--- src/rtl/width_upsizer.sv ---
// width_upsizer: packs RATIO consecutive IN_W-bit beats into one registered IN_W*RATIO-bit word.
// Latency: 1 clk from accepting the word-closing beat to valid_out; earlier beats only fill the accumulator.
// Backpressure: only the word-closing beat waits for a free output slot; ready_in is combinational in ready_out.
// Optional: define WIDTH_UPSIZER_LAST_EN to add last_in (early word close) and keep_out (lane-fill mask).
module width_upsizer #(
   parameter int IN_W      = 8,
   parameter int RATIO     = 2,
   parameter int MSB_FIRST = 1
) (
   input  logic                  clk,
   input  logic                  rst_n,
   input  logic                  valid_in,
   output logic                  ready_in,
   input  logic [IN_W-1:0]       data_in,
   output logic                  valid_out,
   input  logic                  ready_out,
   output logic [IN_W*RATIO-1:0] data_out
`ifdef WIDTH_UPSIZER_LAST_EN
   ,
   input  logic                  last_in,
   output logic [RATIO-1:0]      keep_out
`endif
);

   localparam int OUT_W = IN_W * RATIO;
   localparam int CNT_W = (RATIO > 1) ? $clog2(RATIO) : 1;
   localparam logic [CNT_W-1:0] CNT_LAST = CNT_W'(RATIO - 1);

   logic [CNT_W-1:0] cnt;        // index of the lane the next accepted beat fills
   logic [OUT_W-1:0] acc;        // lanes already filled for the word in progress
   logic [OUT_W-1:0] beat_word;  // data_in shifted into lane cnt, zeros elsewhere
   logic             closing;    // the beat on data_in would complete the word
   logic             accept;

   // Bit position of lane k's least significant bit for the chosen lane order.
   function automatic int lane_lsb(input int k);
      if (MSB_FIRST != 0) begin
         return (RATIO - 1 - k) * IN_W;
      end
      return k * IN_W;
   endfunction

   // Place the incoming beat into its lane so it can be OR-ed into the accumulator.
   always_comb begin
      beat_word = '0;
      for (int k = 0; k < RATIO; k++) begin
         if (cnt == CNT_W'(k)) begin
            beat_word[lane_lsb(k) +: IN_W] = data_in;
         end
      end
   end

`ifdef WIDTH_UPSIZER_LAST_EN
   assign closing = (cnt == CNT_LAST) || last_in;
`else
   assign closing = (cnt == CNT_LAST);
`endif

   // Non-closing beats never need the output slot, so they are always taken.
   // A closing beat may enter when the slot is empty or is being drained this cycle.
   assign ready_in = !closing || !valid_out || ready_out;
   assign accept   = valid_in && ready_in;

   // Beat counter and partial-word accumulator; idle cycles leave both untouched.
   always_ff @(posedge clk or negedge rst_n) begin
      if (!rst_n) begin
         cnt <= '0;
         acc <= '0;
      end else if (accept) begin
         if (closing) begin
            cnt <= '0;
            acc <= '0;
         end else begin
            cnt <= cnt + CNT_W'(1);
            acc <= acc | beat_word;
         end
      end
   end

   // Output slot: load on a closing beat, otherwise release once the consumer takes it.
   // data_out is deliberately left holding the last word after valid_out drops.
   always_ff @(posedge clk or negedge rst_n) begin
      if (!rst_n) begin
         valid_out <= 1'b0;
         data_out  <= '0;
      end else if (accept && closing) begin
         valid_out <= 1'b1;
         data_out  <= acc | beat_word;
      end else if (ready_out) begin
         valid_out <= 1'b0;
      end
   end

`ifdef WIDTH_UPSIZER_LAST_EN
   logic [RATIO-1:0] fill_mask;  // lanes 0..cnt, i.e. those holding data once this beat lands

   // Lanes up to and including the current one are valid in a word closed now.
   always_comb begin
      fill_mask = '0;
      for (int k = 0; k < RATIO; k++) begin
         fill_mask[k] = (CNT_W'(k) <= cnt);
      end
   end

   // keep_out travels with data_out and is loaded on the same closing beat.
   always_ff @(posedge clk or negedge rst_n) begin
      if (!rst_n) begin
         keep_out <= '0;
      end else if (accept && closing) begin
         keep_out <= fill_mask;
      end
   end
`endif

endmodule

--- config.mk ---
export PLATFORM = sky130hd
export DESIGN_NAME = width_upsizer
export DESIGN_NICKNAME = d
export VERILOG_FILES = /design/src/rtl/width_upsizer.sv
export SDC_FILE = /design/constraint.sdc
export NUM_CORES = 1
export LEC_CHECK = 0
export CELL_PAD_IN_SITES_DETAIL_PLACEMENT = 1
export CELL_PAD_IN_SITES_GLOBAL_PLACEMENT = 1
export CORE_ASPECT_RATIO = 1.5
export CORE_MARGIN = 8
export CORE_UTILIZATION = 41
export DETAILED_ROUTE_END_ITERATION = 7
export PLACE_DENSITY = 0.87
export SYNTH_ARGS = -nofsm -noshare
export SYNTH_HDL_FRONTEND = slang
export SYNTH_SLANG_ARGS = --single-unit
--- constraint.sdc ---
create_clock -name clk -period 2.2 [get_ports clk]
set_input_delay 0.33 -clock clk [delete_from_list [all_inputs] [get_ports clk]]
set_output_delay 0.33 -clock clk [all_outputs]
set_load 0.02 [all_outputs]
==> results of run 1 <==
-- per-stage QoR --
stage	utilization, %	setup WS (ns)	cell area (sq um)
floorplan	-	0.784	1350
global placement	53.3	0.300	1680
detailed placement	53.3	0.297	1680
CTS	55.9	0.260	1770
global route	55.9	0.227	1770
finish	55.9	0.271	1770
-- worst max-delay path: stages --
cell,delay (ns)
clkdlybuf4s50_1,0.50
nor2b_4,0.06
nand2_1,0.08
clkdlybuf4s50_1,0.62
-- path summary, 6_finish.rpt --
kind                                     startpoint                       end  slack, ns  cells after the start
worst max-delay path                      ready_out                  ready_in       0.27                      4
worst min-delay path                          rst_n   data_out[6]$_DFFE_PN0P_       0.46                      2
worst max register to register  closing$_DFFE_PN0P_  data_out[12]$_DFFE_PN0P_       0.69                      3
worst min register to register   acc[1]$_DFFE_PN0P_        acc[1]$_DFFE_PN0P_       0.50                      1
max in group asynchronous                     rst_n        acc[4]$_DFFE_PN0P_       1.44                      2
min in group clk                 acc[1]$_DFFE_PN0P_        acc[1]$_DFFE_PN0P_       0.50                      1
-- final cells by class --
type / instances / area (sq um)
timing repair buffer: 34 / 328
sequential: 34 / 851
tap: 40 / 50.0
multi-input combinational: 71 / 452
inverter: 1 / 3.75
clock buffer: 6 / 82.6
fill: 330 / 1390
-- cells in the final DEF, fill, tap and decap left out --
cell	instances
a21oi_1	16
nor2b_1	8
nand2b_1	1
mux2_2	7
inv_1	1
nor2_8	1
nor2b_4	1
nand2_2	1
nand2_1	1
o21ai_0	16
dfrtp_1	34
o31ai_1	8
buf_4	5
clkbuf_8	6
clkdlybuf4s50_1	29
nor2_1	10
mux2_4	1
-- synth_stat cells --
cell type / n
a21oi_1: 16
buf_2: 2
buf_6: 2
clkbuf_1: 2
clkbuf_2: 1
dfrtp_1: 34
inv_1: 1
mux2_2: 7
mux2_4: 1
nand2_1: 1
nand2_2: 1
nand2b_1: 1
nor2_1: 10
nor2_8: 1
nor2b_1: 8
nor2b_4: 1
o21ai_0: 16
o31ai_1: 8
-- per-layer routing --
layer | global-route usage [%] | vias up | routed length [um]
met2 | 22.4 | 26 | 1760
met1 | 12.8 | 480 | 1310
li1 | - | 454 | -
met5 | 0 | - | 0
met3 | 4.90 | 4 | 167
met4 | 5.63 | 0 | 42
-- sequential cells by signal (all words and copies together) (netlist names) --
register,count
data_out,16
valid_out,1
closing,1
acc,16
-- where the power goes --
group | total (mW) | leakage, nW | switching [mW] | internal [mW]
clock | 0.442 | 0.0431 | 0.202 | 0.241
sequential | 0.823 | 0.446 | 0.0762 | 0.746
combinational | 0.571 | 0.296 | 0.292 | 0.279
-- cells by family after synthesis --
family / after synthesis
buf+inv: 8
simple gates: 23
mux: 8
compound gates: 40
flops: 34
==> impl_metrics.json, run 1 <==
{
  "synthSimpleGateAreaFrac_pct": 10.2,
  "drtPass1Iterations": 4,
  "start_kind": "input port",
  "finalSetupViolCount": 0,
  "setup_tns_ns": 0,
  "synth_top_area_share_pct": 63.0,
  "vias": 964,
  "nNetsFinal": 159,
  "track_usage_pct": 12.6,
  "place_inst": 180,
  "design_power_total_mw": 1.84,
  "cts-hold-fix-buffers": 0,
  "cts_htree_levels": 2,
  "ios": 30,
  "crit_arrival_ns": 1.60,
  "clkTransAtPathRegs_ns": 0.06,
  "layout.cells.non_filler": 186,
  "clock_skew_ns": 0.00330,
  "maxSlewHeadroom_pct": 71.7,
  "core_area_sq_mm": 0.00316,
  "synth_compound_area_share_pct": 16.3,
  "ys.warnings.count": 0,
  "grt_max_degree": 35,
  "cts-root-buf": "clkbuf_8",
  "die_area_sq_mm": 0.00543,
  "cts.sinks": 34,
  "drv_cap": 0,
  "post-route-period-util_pct": 87.7,
  "hold_class": "in -> async",
  "portBuffers": 29,
  "ant_nets": 0,
  "drcViolationCount": 0,
  "finalMaxSlewViolations": 0,
  "antenna_found_initial": 0,
  "synth_fp_nets": 125,
  "tightest_slew_ns": 0.424,
  "hpwl_um": 2420,
  "via_per_inst": 5.18,
  "rows": 25,
  "vdd_drop_max_v": 0.000725,
  "synth_fa_ha_area_share_pct": 0,
  "critical_path_class": "in -> out",
  "fin_hold_ws_ns": 0.456,
  "end_kind": "output port",
  "crit_fanout": 3,
  "synth_seq_cells": 34,
  "powerDensity_mw_per_mm2": 1040,
  "insertion_delay_ns": 0.28,
  "syn_inst": 113,
  "fp.dieH_um": 86.3,
  "place_congestion": 0.804,
  "layout-drive-gt1-share_pct": 15.1,
  "ctsResizeCount": 0,
  "synthMuxAreaShare_pct": 6.94,
  "initial_core_util_pct": 42.8,
  "grt_setup_unrepaired": "false",
  "synth_area_leaders": "dfrtp_1, a21oi_1, o21ai_0",
  "wl_per_cell_um": 17.6,
  "synth_top_area_cell": "dfrtp_1",
  "synth_area_sq_mm": 0.00135,
  "synth_cell_types": 18,
  "timing.final.hold_violations": 0,
  "synth_xor_area_share_pct": 0,
  "drt-total-wl_um": 3280,
  "drt_iter0_markers": 14,
  "period_needed_ns": 1.93,
  "die_w_um": 62.9,
  "cts_buffers": 5,
  "syn_area_per_cell_sq_um": 12.0,
  "n_antenna_cell": 0,
  "post_cts_buffers": 0,
  "cts_tree": "yes",
  "grt_pass1_wl_um": 5340,
  "synth_seq_area_share_pct": 63.0,
  "p_leak_nw": 0.785,
  "area_growth_pct": 30.7,
  "synth_top_family_by_area": "compound AO/OA/AOI/OAI gates",
  "gr-total-overflow": 0,
  "grt_pass1_vias": 1083,
  "required_ns": 1.87,
  "clock_path_buffers": 2,
  "max_freq_ghz": 0.519,
  "status": "completed"
}
No activity file was read; power rests on OpenSTA's default activity.
==> run 2, diff against run 1 <==
- GPL_TIMING_DRIVEN: not set -> 0
==> impl_metrics.json, run 2 (synthesis results as in run 1) <==
{
  "final_common_cell": "dfrtp_1",
  "vias": 1025,
  "cts.sinks": 34,
  "clock_path_buffers": 2,
  "initial_core_util_pct": 42.8,
  "r2r_cells": 5,
  "finalSetupViolCount": 0,
  "period_needed_ns": 2.03,
  "cts_htree_levels": 2,
  "track_usage_pct": 14.4,
  "start_kind": "input port",
  "n_antenna_cell": 0,
  "post-route-period-util_pct": 92.1,
  "p_leak_nw": 0.797,
  "gr-total-overflow": 0,
  "final_util_pct": 56.7,
  "core_area_sq_mm": 0.00316,
  "place_congestion": 0.758,
  "final_cell_mix": "dfrtp_1, clkdlybuf4s50_1, o21ai_0, a21oi_1, nor2_1",
  "grt_max_degree": 35,
  "finalMaxSlewViolations": 0,
  "die_area_sq_mm": 0.00543,
  "stdcell_area_sq_mm": 0.00179,
  "nNetsFinal": 161,
  "slowest_stage": "clkdlybuf4s50_1",
  "rr_endpoint": "data_out[15]$_DFFE_PN0P_",
  "ios": 30,
  "layout-drive-gt1-share_pct": 15.3,
  "place_inst": 182,
  "tightest_slew_ns": 0.738,
  "clock_skew_ns": 0.00568,
  "design_power_total_mw": 1.97,
  "portBuffers": 29,
  "hpwl_um": 2510,
  "crit_fanout": 10,
  "reg2reg_setup_slack_ns": 0.77,
  "layout.cells.non_filler": 190,
  "drt_iter0_markers": 25,
  "status": "completed",
  "insertion_delay_ns": 0.29,
  "end_kind": "output port",
  "clkTransAtPathRegs_ns": 0.07,
  "crit_arrival_ns": 1.70,
  "timing.rr.start": "valid_out$_DFFE_PN0P_",
  "placed_area_sq_mm": 0.00169,
  "critPathBufInv": 4,
  "ant_nets": 0,
  "via_per_inst": 5.39,
  "drcViolationCount": 0,
  "path_cells": "clkdlybuf4s50_1 > nor2b_4 > buf_6 > buf_2 > nand2_1 > dlygate4sd2_1",
  "fp.dieH_um": 86.3,
  "powerDensity_mw_per_mm2": 1100,
  "vdd_drop_max_v": 0.000590,
  "drv_cap": 0,
  "reg_top3": "acc x16, data_out x16",
  "area_growth_pct": 32.6,
  "timing.final.hold_violations": 0,
  "hold_class": "in -> async",
  "maxSlewHeadroom_pct": 50.8,
  "fillers": 350,
  "drtPass1Iterations": 4,
  "grt_pass1_wl_um": 6010,
  "critical_path_class": "in -> out",
  "wl_per_cell_um": 18.6,
  "drt-total-wl_um": 3540,
  "max_freq_ghz": 0.494,
  "die_w_um": 62.9,
  "cp_top_family": "buffers and inverters",
  "grt_pass1_vias": 1169,
  "cts_buffers": 5,
  "cts_tree": "yes",
  "antenna_found_initial": 0,
  "rows": 25,
  "grt_setup_unrepaired": "false",
  "required_ns": 1.87,
  "slowest_delay_ns": 0.45,
  "cts-root-buf": "clkbuf_8"
}
-- run 2: changes by cell type in the layout (fill, tap and decap cells not counted), sizes merged --
cell           before  now
clkbuf              6   10
dlygate4sd2         0    1
bufinv              0    1
clkdlybuf4s50      29   27
-- run 2: worst max path at each step --
| stage | startpoint | end | slack [ns] | cells past startpoint |
|---|---|---|---|---|
| floorplan | valid_out$_DFFE_PN0P_ | data_out[15]$_DFFE_PN0P_ | 0.78 | 5 |
| CTS | ready_out | ready_in | 0.16 | 6 |
| global placement | ready_out | ready_in | -0.04 | 6 |
| finish | ready_out | ready_in | 0.17 | 6 |
| global route | ready_out | ready_in | 0.09 | 6 |
| detailed placement | ready_out | ready_in | -0.05 | 6 |
-- run 2: layout make-up --
class	count	area [sq um]	share of cell area, %
Buffer	7	45.0	2.51
Clock inverter	1	30.0	1.68
Timing Repair Buffer	29	284	15.9
Tap cell	40	50.0	2.79
Inverter	1	3.75	0.209
Multi-Input combinational cell	71	452	25.2
Clock buffer	7	76.3	4.26
Sequential cell	34	851	47.5
-- run 2: what timing repair did --
action | CTS | global route
hold buffers | 0 | 0
gates resized for setup | 1 | 0
setup endpoints to repair | 1 | 0
buffers inserted | 0 | 0
-- run 2: metrics by stage --
stage / TNS (ns) / setup slack, ns / hold slack [ns]
3_3_place_gp: -0.0421 / -0.0421 / 0.482
4_1_cts: 0 / 0.164 / 0.118
3_5_place_dp: -0.0462 / -0.0462 / 0.433
6_report: 0 / 0.174 / 0.0952
5_1_grt: 0 / 0.0873 / 0.156
2_1_floorplan: 0 / 0.784 / 0.0344
-- run 2: where the power goes --
group	internal, mW	leakage (nW)	switching [mW]	total (mW)
clock network	0.339	0.0524	0.222	0.561
registers	0.746	0.446	0.0693	0.816
logic	0.280	0.299	0.311	0.591
total	1.37	0.797	0.602	1.97
-- run 2: routing by layer --
layer	GRT usage, %	vias to the layer above	wire (um)
met5	0	-	0
met1	15.2	522	1440
met2	24.5	29	1850
met4	8.13	0	108
li1	-	462	-
met3	4.77	12	145
